File: src/rtl/alu_operand_stage.sv
// Operand-fetch stage ahead of the 16-bit ALU: 8x16 register file with write-through bypass,
// immediate extension for operand B, and a registered op_a/op_b pair behind a valid/ready handshake.
module alu_operand_stage #(
    parameter int DATA_W = 16,
    parameter int NREG   = 8,
    parameter int ADDR_W = 3,
    parameter int IMM_W  = 8
) (
    input  logic              clk,
    input  logic              reset,
    input  logic              in_valid,
    output logic              in_ready,
    input  logic [ADDR_W-1:0] rs_addr,
    input  logic [ADDR_W-1:0] rt_addr,
    input  logic [IMM_W-1:0]  imm,
    input  logic              use_imm,
    input  logic              imm_zext,
    input  logic              flush,
    input  logic              wb_en,
    input  logic [ADDR_W-1:0] wb_addr,
    input  logic [DATA_W-1:0] wb_data,
    output logic              out_valid,
    input  logic              out_ready,
    output logic [DATA_W-1:0] op_a,
    output logic [DATA_W-1:0] op_b
);

    typedef enum logic {
        EMPTY = 1'b0,
        FULL  = 1'b1
    } state_e;

    state_e            state_q;
    logic [DATA_W-1:0] regs_q [NREG];
    logic [DATA_W-1:0] opA_q;
    logic [DATA_W-1:0] opB_q;

    logic [DATA_W-1:0] rdA;
    logic [DATA_W-1:0] rdB;
    logic [DATA_W-1:0] immExt;
    logic [DATA_W-1:0] opB_d;
    logic              accept;

    // Read ports: r0 is constant zero, a same-cycle write-back is forwarded ahead of the array.
    always_comb begin
        rdA = '0;
        if (rs_addr != '0) begin
            if (wb_en && (wb_addr == rs_addr)) begin
                rdA = wb_data;
            end else begin
                rdA = regs_q[rs_addr];
            end
        end
    end

    always_comb begin
        rdB = '0;
        if (rt_addr != '0) begin
            if (wb_en && (wb_addr == rt_addr)) begin
                rdB = wb_data;
            end else begin
                rdB = regs_q[rt_addr];
            end
        end
    end

    always_comb begin
        if (imm_zext) begin
            immExt = {{(DATA_W-IMM_W){1'b0}}, imm};
        end else begin
            immExt = {{(DATA_W-IMM_W){imm[IMM_W-1]}}, imm};
        end
        opB_d = use_imm ? immExt : rdB;
    end

    // Write-back is independent of the handshake, so flushes and stalls never lose a write.
    always_ff @(posedge clk or posedge reset) begin
        if (reset) begin
            for (int i = 0; i < NREG; i++) begin
                regs_q[i] <= '0;
            end
        end else if (wb_en && (wb_addr != '0)) begin
            regs_q[wb_addr] <= wb_data;
        end
    end

    assign out_valid = (state_q == FULL);
    assign in_ready  = !out_valid || out_ready;
    assign accept    = in_valid && in_ready;

    // Flush wins over a simultaneous accept; the operands keep their last values when emptied.
    always_ff @(posedge clk or posedge reset) begin
        if (reset) begin
            state_q <= EMPTY;
            opA_q   <= '0;
            opB_q   <= '0;
        end else if (flush) begin
            state_q <= EMPTY;
        end else if (accept) begin
            state_q <= FULL;
            opA_q   <= rdA;
            opB_q   <= opB_d;
        end else if (out_valid && out_ready) begin
            state_q <= EMPTY;
        end
    end

    assign op_a = opA_q;
    assign op_b = opB_q;

endmodule

File: config.mk
export PLATFORM = sky130hd
export DESIGN_NAME = alu_operand_stage
export DESIGN_NICKNAME = d
export VERILOG_FILES = /design/src/rtl/alu_operand_stage.sv
export SDC_FILE = /design/constraint.sdc
export NUM_CORES = 1
export LEC_CHECK = 0
export BUFFER_PORTS_ARGS = -buffer_cell sky130_fd_sc_hd__buf_2
export CORE_ASPECT_RATIO = 1.2
export CORE_UTILIZATION = 35
export DETAILED_ROUTE_END_ITERATION = 8
export HOLD_SLACK_MARGIN = 0.05
export PLACE_DENSITY = 0.54
export SLEW_MARGIN = 20
export SYNTH_ARGS = -nofsm -noshare
export SYNTH_HDL_FRONTEND = slang
export SYNTH_SLANG_ARGS = --single-unit
File: constraint.sdc
create_clock -name clk -period 7.8 [get_ports clk]
set_clock_uncertainty 0.15 [all_clocks]
set_input_delay 1.56 -clock clk [delete_from_list [all_inputs] [get_ports clk]]
set_output_delay 1.56 -clock clk [all_outputs]
set_load 0.1 [all_outputs]
# == After elaboration in Yosys (flattened, before gate mapping) ==
# Index checks and enable logic that the tools add are counted.
# op_classes
magnitude_cmp,4
n_eq_ne,2
n_mux,18
bitwise_logic,4
n_reduce_logical,13
# op_table
operator,n
16-bit two-way mux,11
128-bit bitwise mux,1
16-bit binary-select mux with 3-bit select,2
16-bit demux with 3-bit select,1
4-bit greater-or-equal comparator (second input constant),3
3-bit inverter with 4-bit output,3
3-bit nonzero test,4
3-bit == test,2
1-bit logical AND,6
4-bit by 1-bit < comparator with 1-bit output (second input constant),1
1-bit two-way mux,3
2-bit AND reduction,1
1-bit zero test,1
1-bit logical OR,1
1-bit inverter,1
# totals
ff_bits,161
output_inout_bits,34
word_cells,52

# == Depth between registers and ports, before layout ==
# Gate-level depths: netlist (run 1).
# depth
ltp_word,7
ltp_mapped,7
depth_no_buf,5

# == Worst setup path before layout (run 1) ==
# Ideal clock, no wire load.
# synth_timing
path_type,in2out
startpoint,input out_ready
endpoint,output in_ready
arrival_ps,2197
slack_ps,3893
cell_stages,2
cell_sequence,nor2b_4 inv_1
# synth_between
elab_chain_cells,1
# synth_lines
item,line,rtl
from (decl),23,"input logic out_ready,"
1-bit logical OR,88,assign in_ready = !out_valid || out_ready;
to (decl),12,"output logic in_ready,"
# Every way passes these cells.

# == Worst setup path in the final report (run 1) ==
# Ends and elaborated chain as after synthesis.

==> reports/results.tsv, run 1 <==
metric	value	unit
setup_viol	0	
rr_endpoint	op_b[11]	
rows	62	
vdd_drop_max	0.1359	mV
hpwlAfterDp	13630	microns
grt_max_degree	96	
crit_path_frequent_cell	buf_2	
slew_headroom	0.4143	
slowest_stage	buf_2	
rrSetupSlack	5.31	ns
ys_warn_count	0	
drtIter0Drc	291	
crit_buf_inv	3	
wirelength	22370	microns
cts_setup_buffers	0	
ctsResizeCount	0	
mostFrequentLayoutCells	dfrtp_1, mux2_2, buf_2, mux2i_1, mux4_1	
drive_gt1_frac	0.4379	
finalHoldViolations	0	
fp.dieW	144.1	microns
core	23890	sq um
cts-hold-fix-buffers	0	
dp_cells	932	
syn_area	8481	sq um
globalRouteOverflowTotal	0	
synth_cell_types	44	
clock.fmax	0.2563	GHz
cellPowerDensity	294.3	nW/um^2
max_cap_viol_count	0	
worstReg2RegStart	out_valid	
cpPeakStageDelay	0.42	ns
clockBufferDepth	2	
grtUsageTotal	0.1919	
cp-startpoint	out_ready	
worstPathArrival	2.19	ns
grt_pass1_vias	5885	
grt_pass1_wl	35190	microns
numCtsBuffers	17	
holdWs	0.2353	ns
synth.net_count	624	
critPathCaptureType	primary output	
final_common_cell	dfrtp_1	
netlist_instances	583	
path_clk_slew	0.06	ns
timing.setup.tns	0	ns
antenna_found_initial	0	
fin_cells	964	
num_vias	5432	
io_buffers	74	
ios	75	
synthTopCellsByArea	dfrtp_1, mux2_2, mux4_1	
cp.depth	4	
cts_root_buf	clkbuf_16	
min_from	regs_q[113]	
critical_path.cell_chain	buf_2, nor2b_4, inv_1, buf_2	
ant_nets	0	
yosysSeqAreaShare	0.4751	
rsz0062_at_grt	no	
period_share	0.5002	
path_max_fanout	3	
reg2reg_depth	6	
via_per_inst	5.635	
crit_end	in_ready	
startpoint_type	input pin	
crit_family	buffers and inverters	
synth_area_leader_cell	dfrtp_1	
dieArea	24860	sq um
cts_tree	yes	
ys_seq_elements	161	
slew_violations	0	
syn_to_final_growth	13.87	%
avgSynthCellArea	14.55	sq um
worst_pin_slew	0.8785	ns
clock_sinks	161	
drtPass1Iterations	6	
synthDominantCellAreaShare	0.4751	
hp-class	reg2reg	
outcome	finished clean	
crit_type	in2out	
clk-insertion-delay-late	0.42	ns
n_antenna_cell	0	
leakage	0.004198	uW
critPathRequiredTime	6.09	ns
nNetsFinal	672	
gp_congestion	0.7473	
route.detailed.drc	0	
fin_crit	3.902	ns
start_util	0.3549	
drt-wirelength-per-cell	23.20	microns
htree_levels	4	
die_h	172.5	microns
worst reg2reg max path, delay by kind of cell (launching register included):
kind | cells | cell delay (ns)
AO/OA/AOI/OAI | 2 | 0.68
buffers and inverters | 1 | 0.40
AND/OR/NAND/NOR | 3 | 0.79
flip-flops | 1 | 0.38
worst min path at each step:
stage | to | slack (ns) | depth (start not counted)
after detailed placement | regs_q[113] | 0.23 | 0
after CTS | regs_q[113] | 0.24 | 0
final | regs_q[113] | 0.24 | 0
after global placement | regs_q[113] | 0.21 | 0
after global routing | regs_q[113] | 0.25 | 0
after floorplan | regs_q[113] | 0.27 | 1
where the power goes:
part	switching (uW)	internal [uW]	total, uW
sequential	129	1010	1140
combinational	526	314	840
clock	344	522	866
Yosys cell counts:
master and number:
mux4_1 27, xnor2_1 4, nand3_1 11, o22a_1 8, or2_1 1, nor2b_4 1
o221ai_1 3, o21ai_0 12, buf_4 8, mux2_2 125, buf_12 2, nand3b_1 1
a221o_1 21, o31ai_1 5, and3_1 6, a22oi_1 4, buf_2 22, nor4bb_1 2
nor3_1 1, clkbuf_1 24, a21oi_1 4, o221a_1 8, xor2_1 2, mux2i_1 33
nand2_1 6, or2_2 1, nor2_1 24, inv_1 2, o211ai_4 1, buf_6 5
o211ai_1 2, o22ai_1 1, nor3b_4 1, o21ai_2 1, mux4_2 25, nor3_2 2
nand2b_1 2, nand4b_1 3, and4bb_1 1, a211oi_1 3, dfrtp_1 161, nor2b_1 3
buf_8 1, nand4_1 3
layer usage:
layer  routed length, microns  global-route usage
met1                    10640              0.2757
met2                    10540              0.2951
met3                      861             0.03285
met4                      323             0.05674
met5                        0                   0
sequential cells by signal, summed over array words and instances (netlist names):
name,count
op_b,16
regs_q,128
out_valid,1
op_a,16
kinds of logic (layout without fill, tap and decap cells):
logic type / count (synthesis) / in the layout / share of synthesized area
buffers and inverters: 64 / 125 / 0.04470
muxes: 210 / 210 / 0.3550
AOI/OAI and AO/OA: 73 / 73 / 0.07288
DFF: 161 / 161 / 0.4751
and+or+nand+nor: 69 / 69 / 0.04618
xor gates and xnor gates: 6 / 6 / 0.006196
per-stage QoR:
step | power (uW) | util | setup WS, ns | area (sq um)
finish | 2842 | 0.4042 | 3.898 | 9657
CTS | 2867 | 0.4042 | 3.895 | 9657
global placement | 1971 | 0.3785 | 3.904 | 9042
detailed placement | 1992 | 0.3785 | 3.816 | 9042
floorplan | 1803 | - | 1.742 | 8481
global route | 2976 | 0.4042 | 3.873 | 9657
layout make-up:
cell class / count / area [sq um]
Sequential cell: 161 / 4029
Tap cell: 320 / 400.4
Fill cell: 2272 / 14240
Clock inverter: 12 / 157.7
Inverter: 2 / 12.51
Timing Repair Buffer: 91 / 498.0
Multi-Input combinational cell: 358 / 4103
Clock buffer: 20 / 456.7
No activity file was read; power rests on OpenSTA's default activity.
==> inputs of run 2 (changes only) <==
Settings changed: PLACE_DENSITY 0.54 to 0.55.
Clock period 7.8 ns to 3.2 ns, I/O delays scaled along.
==> run 2 against run 1 <==
  * Wire length up 2.1%
  * Register-to-register slack worse by 4.2 ns
  * Critical path depth up 1
  * Combinational power up 150%
  * Cell count up 1.7%
  * First-iteration DRC count up 20%
  * Global-route usage up 0.26 points
  * Worst setup slack worse by 2.9 ns
  * Critical path type is now in2reg
  * Highest routed layer unchanged
==> reports/results.tsv, run 2 (synthesized netlist as in run 1, its figures left out) <==
metric	value	unit
rsz0062_at_grt	no	
num_vias	5447	
cts-hold-fix-buffers	0	
slew_violations	0	
crit_type	in2reg	
cts_setup_buffers	0	
slew_headroom	0.4929	
cts_root_buf	clkbuf_16	
pre_cts_ws	0.5392	ns
fill_cells	2289	
cts_tree	yes	
hpwlAfterDp	15860	microns
rrSetupSlack	1.11	ns
numCtsBuffers	17	
antenna_found_initial	0	
rows	62	
grt_pass1_wl	35200	microns
drtIter0Drc	350	
drive_gt1_frac	0.4500	
ant_nets	0	
fp.dieW	144.1	microns
final_common_cell	dfrtp_1	
ios	75	
largest_reg_flops	128	
drtPass1Iterations	6	
setup_viol	0	
cp-startpoint	rt_addr[1]	
path_clk_slew	0.06	ns
path_max_fanout	15	
htree_levels	4	
globalRouteOverflowTotal	0	
drt-wirelength-per-cell	23.31	microns
grtUsageTotal	0.1945	
rr_endpoint	op_a[4]	
clock.fmax	0.4509	GHz
wirelength	22840	microns
timing.setup.tns	0	ns
clock_sinks	161	
worst_slack	0.9823	ns
fin_crit	2.218	ns
grt_pass1_vias	5788	
max_cap_viol_count	0	
fin_cells	980	
reg2reg_depth	6	
gp_congestion	0.7803	
n_antenna_cell	0	
clockBufferDepth	2	
cellPowerDensity	701.4	nW/um^2
nNetsFinal	689	
finalHoldViolations	0	
via_per_inst	5.558	
period_share	0.6930	
critPathCaptureType	flip-flop	
worst_pin_slew	0.7570	ns
die_h	172.5	microns
syn_to_final_growth	15.61	%
worstReg2RegStart	out_valid	
critPathRequiredTime	3.36	ns
start_util	0.3549	
vdd_drop_max	0.3675	mV
route.detailed.drc	0	
leakage	0.004292	uW
io_buffers	74	
outcome	finished clean	
startpoint_type	input pin	
mostFrequentLayoutCells	dfrtp_1, mux2_2, buf_2, mux2i_1, buf_4	
ctsResizeCount	0	
worstPathArrival	2.38	ns
dieArea	24860	sq um
hp-class	in2async	
clk-insertion-delay-late	0.43	ns
grt_max_degree	59	
top_register	regs_q	
core	23890	sq um
dp_cells	949	
run 2: cell count changes in the layout (fill, tap and decap cells not counted), sizes merged:
cell    before  now
buf         91  108
inv          3    1
clkinv       5    6
run 2: stage by stage:
stage | total power, uW | hold slack, ns | utilization | area, sq um
floorplan | 4395 | 0.2746 | - | 8484
global placement | 4816 | 0.2140 | 0.3858 | 9219
detailed placement | 4882 | 0.2135 | 0.3858 | 9219
CTS | 6936 | 0.1867 | 0.4103 | 9804
global route | 7174 | 0.2047 | 0.4103 | 9804
finish | 6876 | 0.1691 | 0.4103 | 9804
run 2: worst max-delay path by stage:
stage,to,slack (ns),cells past startpoint
6_report,op_b[11],0.98,5
5_1_grt,op_b[4],0.88,7
4_1_cts,in_ready,0.97,3
3_5_place_dp,op_b[4],0.54,7
3_3_place_gp,op_a[10],0.55,6
2_1_floorplan,op_a[0],0.34,6
run 2: worst max-delay path: stages:
cell and delay, ns:
buf_2 0.36, buf_4 0.31, mux4_1 0.58, mux2_2 0.28, o221a_1 0.20
run 2: final cells by class:
cell class / instances / area (sq um) / area share
well taps: 320 / 400.4 / 0.04084
multi-input cells: 358 / 4103 / 0.4185
clock buffers: 20 / 446.7 / 0.04556
clock inverters: 11 / 138.9 / 0.01417
repair buffers: 108 / 675.6 / 0.06891
flip-flops and latches: 161 / 4029 / 0.4109
inverters: 2 / 11.26 / 0.001149
run 2: metal layers:
metal	routed length, microns	share of wire	global-route usage	up-vias
li1	-	-	-	2409
met1	9746	0.43	0.2505	2868
met2	11720	0.51	0.3267	148
met3	1079	0.047	0.04176	22
met4	297	0.013	0.05319	0
met5	0	0	0	-
run 2: where the power goes:
| part | switching, uW | internal, uW |
|---|---|---|
| registers | 320 | 2460 |
| logic | 1280 | 780 |
| clock network | 804 | 1240 |
| total | 2400 | 4470 |
